==> src/rtl/sm_add_pkg.sv <==
// sm_add_pkg: shared defaults and helpers for the arbitrated sign-magnitude adder
package sm_add_pkg;
   localparam int SM_N    = 4;
   localparam int SM_NREQ = 4;
   localparam int SM_IDW  = 2;
   function automatic logic mag_ovf(input logic [15:0] ma, input logic [15:0] mb, input int w);
      logic [16:0] s;
      logic [16:0] t;
      s = {1'b0, ma} + {1'b0, mb};
      t = s >> w;
      return t[0];
   endfunction
   function automatic logic [2:0] idx_inc(input logic [2:0] i, input int n);
      return (int'(i) + 1 >= n) ? 3'd0 : i + 3'd1;
   endfunction
endpackage

==> src/rtl/sign_mag_add.sv <==
// sign_mag_add: combinational sign-magnitude adder, equal magnitudes take the sign of b
module sign_mag_add #(
   parameter int N = 4
) (
   input  logic [N-1:0] a,
   input  logic [N-1:0] b,
   output logic [N-1:0] sum
);
   logic [N-2:0] ma, mb;
   assign ma  = a[N-2:0];
   assign mb  = b[N-2:0];
   assign sum = (a[N-1] == b[N-1]) ? {a[N-1], ma + mb} :
                (ma > mb)          ? {a[N-1], ma - mb} : {b[N-1], mb - ma};
endmodule

==> src/rtl/sm_add_arbiter_rr.sv <==
// rr_arbiter: round-robin one-hot grant searching upward from the index after ptr
module rr_arbiter import sm_add_pkg::*; #(
   parameter int NREQ = SM_NREQ,
   localparam int IDW = $clog2(NREQ)
) (
   input  logic [NREQ-1:0] req,
   input  logic [IDW-1:0]  ptr,
   input  logic            enable,
   output logic [NREQ-1:0] grant,
   output logic [IDW-1:0]  idx
);
   // first asserted request after ptr wins, wrapping modulo NREQ
   always_comb begin
      logic [IDW-1:0] j;
      logic           found;
      grant = '0;
      idx   = '0;
      found = 1'b0;
      j     = ptr;
      for (int k = 0; k < NREQ; k++) begin
         j = IDW'(idx_inc(3'(j), NREQ));
         if (enable && !found && req[j]) begin
            grant[j] = 1'b1;
            idx      = j;
            found    = 1'b1;
         end
      end
   end
endmodule

==> src/rtl/sm_add_arbiter.sv <==
// sm_add_arbiter: round-robin shared sign-magnitude adder with operand and result stages
module sm_add_arbiter import sm_add_pkg::*; #(
   parameter int N    = SM_N,
   parameter int NREQ = SM_NREQ,
   parameter int IDW  = SM_IDW
) (
   input  logic              clk,
   input  logic              reset,
   input  logic [NREQ-1:0]   req,
   input  logic [NREQ*N-1:0] a_in,
   input  logic [NREQ*N-1:0] b_in,
   output logic [NREQ-1:0]   ack,
   output logic              res_valid,
   input  logic              res_ready,
   output logic [IDW-1:0]    res_id,
   output logic [N-1:0]      res_sum,
   output logic              res_ovf
);
   logic           op_valid, res_free, op_free;
   logic [N-1:0]   op_a, op_b, ga, gb, sum;
   logic [IDW-1:0] op_id, ptr, gidx;
   assign res_free = !res_valid || res_ready;
   assign op_free  = !op_valid || res_free;
   rr_arbiter #(.NREQ(NREQ)) u_arb (
      .req    (req),
      .ptr    (ptr),
      .enable (op_free && !reset),
      .grant  (ack),
      .idx    (gidx)
   );
   sign_mag_add #(.N(N)) u_add (
      .a   (op_a),
      .b   (op_b),
      .sum (sum)
   );
   // operand mux for the granted requester
   always_comb begin
      ga = '0;
      gb = '0;
      for (int i = 0; i < NREQ; i++) begin
         if (ack[i]) begin
            ga = a_in[i*N +: N];
            gb = b_in[i*N +: N];
         end
      end
   end
   // operand stage: capture on grant, empty when handed on without a refill
   always_ff @(posedge clk or posedge reset) begin
      if (reset) begin
         op_valid <= 1'b0;
         op_a     <= '0;
         op_b     <= '0;
         op_id    <= '0;
         ptr      <= IDW'(NREQ - 1);
      end else if (|ack) begin
         op_valid <= 1'b1;
         op_a     <= ga;
         op_b     <= gb;
         op_id    <= gidx;
         ptr      <= gidx;
      end else if (res_free) begin
         op_valid <= 1'b0;
      end
   end
   // result stage: load from operand stage, clear valid when consumed with nothing behind
   always_ff @(posedge clk or posedge reset) begin
      if (reset) begin
         res_valid <= 1'b0;
         res_sum   <= '0;
         res_id    <= '0;
         res_ovf   <= 1'b0;
      end else if (op_valid && res_free) begin
         res_valid <= 1'b1;
         res_sum   <= sum;
         res_id    <= op_id;
         res_ovf   <= (op_a[N-1] == op_b[N-1]) && mag_ovf(16'(op_a[N-2:0]), 16'(op_b[N-2:0]), N - 1);
      end else if (res_ready) begin
         res_valid <= 1'b0;
      end
   end
endmodule

==> config.mk <==
export PLATFORM = sky130hd
export DESIGN_NAME = sm_add_arbiter
export DESIGN_NICKNAME = d
export VERILOG_FILES = /design/src/rtl/sm_add_pkg.sv /design/src/rtl/sign_mag_add.sv /design/src/rtl/sm_add_arbiter_rr.sv /design/src/rtl/sm_add_arbiter.sv
export SDC_FILE = /design/constraint.sdc
export NUM_CORES = 1
export LEC_CHECK = 0
export CORE_MARGIN = 1
export CORE_UTILIZATION = 48
export CTS_CLUSTER_DIAMETER = 80
export CTS_CLUSTER_SIZE = 28
export DETAILED_ROUTE_END_ITERATION = 7
export GPL_ROUTABILITY_DRIVEN = 0
export PLACE_DENSITY = 0.83
export SLEW_MARGIN = 20
export SYNTH_ARGS = -nofsm -noshare
export SYNTH_HDL_FRONTEND = slang
export SYNTH_SLANG_ARGS = --single-unit
==> constraint.sdc <==
create_clock -name clk -period 4.7 [get_ports clk]
set_input_delay 0.47 -clock clk [delete_from_list [all_inputs] [get_ports clk]]
set_output_delay 0.47 -clock clk [all_outputs]
set_load 0.02 [all_outputs]
==> impl_results.md <==
* Run status: completed
* Vertical die dimension at 63.6 um
* Worst reg2reg path depth at 9
* Setup violations, final at 0
* Top fanout value on the critical path at 10
* FFs w/ async S/R, synth at 1.00
* Dpl hpwl at 3370 um
* # IOs at 51
* Number of sinks on the clock net at 21
* Initial antenna violation count at 0
* Pin count of the biggest net entering global routing at 22
* First-pass GRT wire length at 7550 um
* Cells along the critical path: inv_1 > ha_1 > mux2i_1 > mux2_1 > a221o_1 > o21ai_4 > inv_2 > clkdlybuf4s50_1
* Clock Root Buffer: sky130_fd_sc_hd__clkbuf_8
* F_max at 239 MHz
* Number of iterations in the first detailed-routing pass at 4
* Number of register bits inferred by synthesis at 21
* Final Max Tran Viols at 0
* Part of the cycle the worst path needs at 0.889
* Time the worst path needs with I/O delays and setup at 4.18 ns
* Layout Utilization at 0.652
* Path category of the worst min-delay check: register to register
* Delay of the slowest cell on the worst path at 0.63 ns
* Worst endpoint data arrival time at 3.71 ns
* Post-detailed-routing wire length at 4480 um
* Kind of start point of the critical path: register
* YS warnings at 0
* Via total after detailed routing at 1686
* Area delta synth->final at 31.0%
* Commonest cells after routing, fill and taps aside: sky130_fd_sc_hd__clkdlybuf4s50_1 (50), sky130_fd_sc_hd__nand2_1 (22), sky130_fd_sc_hd__o21ai_0 (20), sky130_fd_sc_hd__dfrtp_1 (19), sky130_fd_sc_hd__inv_1 (16)
* Data required time of the critical path at 4.23 ns
* Fillers at 326
* Post-synth top flop: sky130_fd_sc_hd__dfrtp_1
* Cts bufs inserted at 3
* Syn avg cell area at 9.07 um2
* Tightest Pin Transition at 0.813 ns
* Number of cell rows at 22
* Cell total after placement at 291
* Die Footprint at 4050 um2
* Worst-path cell with the longest stage delay: sky130_fd_sc_hd__dfstp_2
* Sum Neg Setup Slack at 0 ns
* Vias in the first global route at 1573
* Initial standard-cell utilization of the core at 0.498
* Unrepaired setup endpoints after global routing: no
* Relative slew margins at 0.457
* Post-Syn Nets at 256
* Number of synthesized flops with an enable pin at 0
* Clock Skew at 0.00110 ns
* Post-layout net count at 303
* Clock tree from TritonCTS: yes
* Count of nets left with antenna violations after detail routing at 0
* Max-cap violation count at 0
* LEAKAGE at 0.00110 uW
* Crit path kind: register to output port
* Number of cells upsized or downsized after cts at 0
* Summed instance area of the synthesized netlist at 1820 um2
* Total routing resource utilization after global routing at 0.237
* Number of library cell types mapped by synthesis at 44
* Residual DRC at 0
* Count of hold buffers inserted by post-cts repair at 0
* Buffers inserted during post-CTS setup optimization at 0
* Antenna Diode Count at 0
* Initial DRC Count at 77
* Std-Cell Core Area at 3660 um2
* Hold path cells at 2
* Overall overflow remaining after global route at 0
* Clk Latency, worst-skew pair at 0.27 ns
* H-tree level count at 1
* Cell type contributing the most total cell area after synthesis: sky130_fd_sc_hd__dfrtp_1
* Buffers from clock root to sink, at most at 2
* Hold slack at 0.485 ns
* Count of buffers inserted at the top-level ports at 50
* Final hold violations at 0
* Commonest non-fill, non-tap cell in the layout: sky130_fd_sc_hd__clkdlybuf4s50_1
* Routed WL per cell at 15.2 um
* Cells taking the most area after synthesis: sky130_fd_sc_hd__dfrtp_1 (26%), sky130_fd_sc_hd__ha_1 (8.9%), sky130_fd_sc_hd__o21ai_0 (5.5%), sky130_fd_sc_hd__o211a_1 (4.9%), sky130_fd_sc_hd__nand2_1 (4.5%)
* Share of post-route cells with drive strength above 1 at 0.0688
* Setup crit end kind: output port
* Final Instance Count excl. Fillers at 295
* Vias/cell at 5.72
* Register clock-pin slew on the reported worst setup and hold paths at 0.08 ns
* Die Width at 63.6 um
* Post-synthesis sequential area ratio at 0.290
* Post-synth top area share at 0.261
* Power per cell area at 709 nW/um2
* Cells after synthesis at 201
* Highest ir drop seen on vdd at 0.000306 V
==> metal layers <==
metal,wire (um),global-route usage,vias up
met3,178,0.0254,5
met2,2090,0.360,53
li1,-,-,838
met5,0,0,-
met1,2140,0.340,790
met4,68,0.0909,0
==> cells in the mapped netlist, types with 3 or more instances <==
| master | count |
|---|---|
| sky130_fd_sc_hd__ha_1 | 13 |
| sky130_fd_sc_hd__inv_2 | 3 |
| sky130_fd_sc_hd__mux2_1 | 3 |
| sky130_fd_sc_hd__nor2b_1 | 7 |
| sky130_fd_sc_hd__fa_1 | 3 |
| sky130_fd_sc_hd__nand2_1 | 22 |
| sky130_fd_sc_hd__a311oi_1 | 8 |
| sky130_fd_sc_hd__o21ai_0 | 20 |
| sky130_fd_sc_hd__inv_1 | 16 |
| sky130_fd_sc_hd__o2bb2ai_1 | 3 |
| sky130_fd_sc_hd__mux2i_1 | 6 |
| sky130_fd_sc_hd__nor2_1 | 8 |
| sky130_fd_sc_hd__nand2b_1 | 3 |
| sky130_fd_sc_hd__dfrtp_1 | 19 |
| sky130_fd_sc_hd__or2_1 | 3 |
| sky130_fd_sc_hd__o221ai_1 | 9 |
| sky130_fd_sc_hd__buf_2 | 3 |
| sky130_fd_sc_hd__clkbuf_1 | 4 |
| sky130_fd_sc_hd__o211a_1 | 9 |
| sky130_fd_sc_hd__a21oi_1 | 7 |
==> area by class of cell <==
class | count | area [um2] | share of cell area
Clock buffer | 3 | 41.3 | 0.0173
Clock inverter | 1 | 7.51 | 0.00314
Inverter | 19 | 71.3 | 0.0299
Multi-Input combinational cell | 152 | 1170 | 0.491
Sequential cell | 21 | 528 | 0.221
Tap cell | 48 | 60.1 | 0.0252
Timing Repair Buffer | 51 | 508 | 0.213
==> where the power goes <==
part | internal [uW] | total (uW) | switching [uW]
combinational | 534 | 1200 | 664
sequential | 290 | 368 | 77.8
clock | 60.1 | 127 | 66.7
==> final timing paths <==
path	slack [ns]	to	start
max in group asynchronous	3.49	res_sum[0]	reset
hold reg to reg	0.49	res_sum[1]	res_sum[1]
setup / recovery	0.52	ack[1]	ptr[0]
min in group asynchronous	0.70	op_id[1]	reset
hold / removal	0.49	res_sum[1]	res_sum[1]
setup reg to reg	0.74	op_id[1]	ptr[0]
==> metrics by stage <==
step	power, uW	cell area (um2)	setup slack (ns)
final	1690	2390	0.519
after global routing	1860	2390	0.247
after CTS	1690	2390	0.554
after detailed placement	1560	2340	0.795
after global placement	1520	2340	0.894
after floorplan	1280	1820	1.12
==> critical path, delay by kind of cell (launching register included) <==
kind / cells / cell delay, ns
DFF: 1 / 0.63
adders and majority gates: 1 / 0.49
AOI/OAI and AO/OA: 2 / 0.77
muxes: 2 / 0.83
buffers and inverters: 3 / 0.72
==> cells by family after synthesis <==
| group | synth area share |
|---|---|
| simple gates | 0.132 |
| fa+ha+maj | 0.122 |
| buf+inv | 0.0679 |
| compound gates | 0.307 |
| xor+xnor | 0.00961 |
| flops | 0.290 |
| mux | 0.0721 |
==> registers in the layout (all words and copies together), names as in the netlist <==
name,cells
res_id,2
op_valid,1
op_id,2
res_sum,4
op_a,4
res_ovf,1
op_b,4
res_valid,1
ptr,2
No activity file was read; power rests on OpenSTA's default activity.
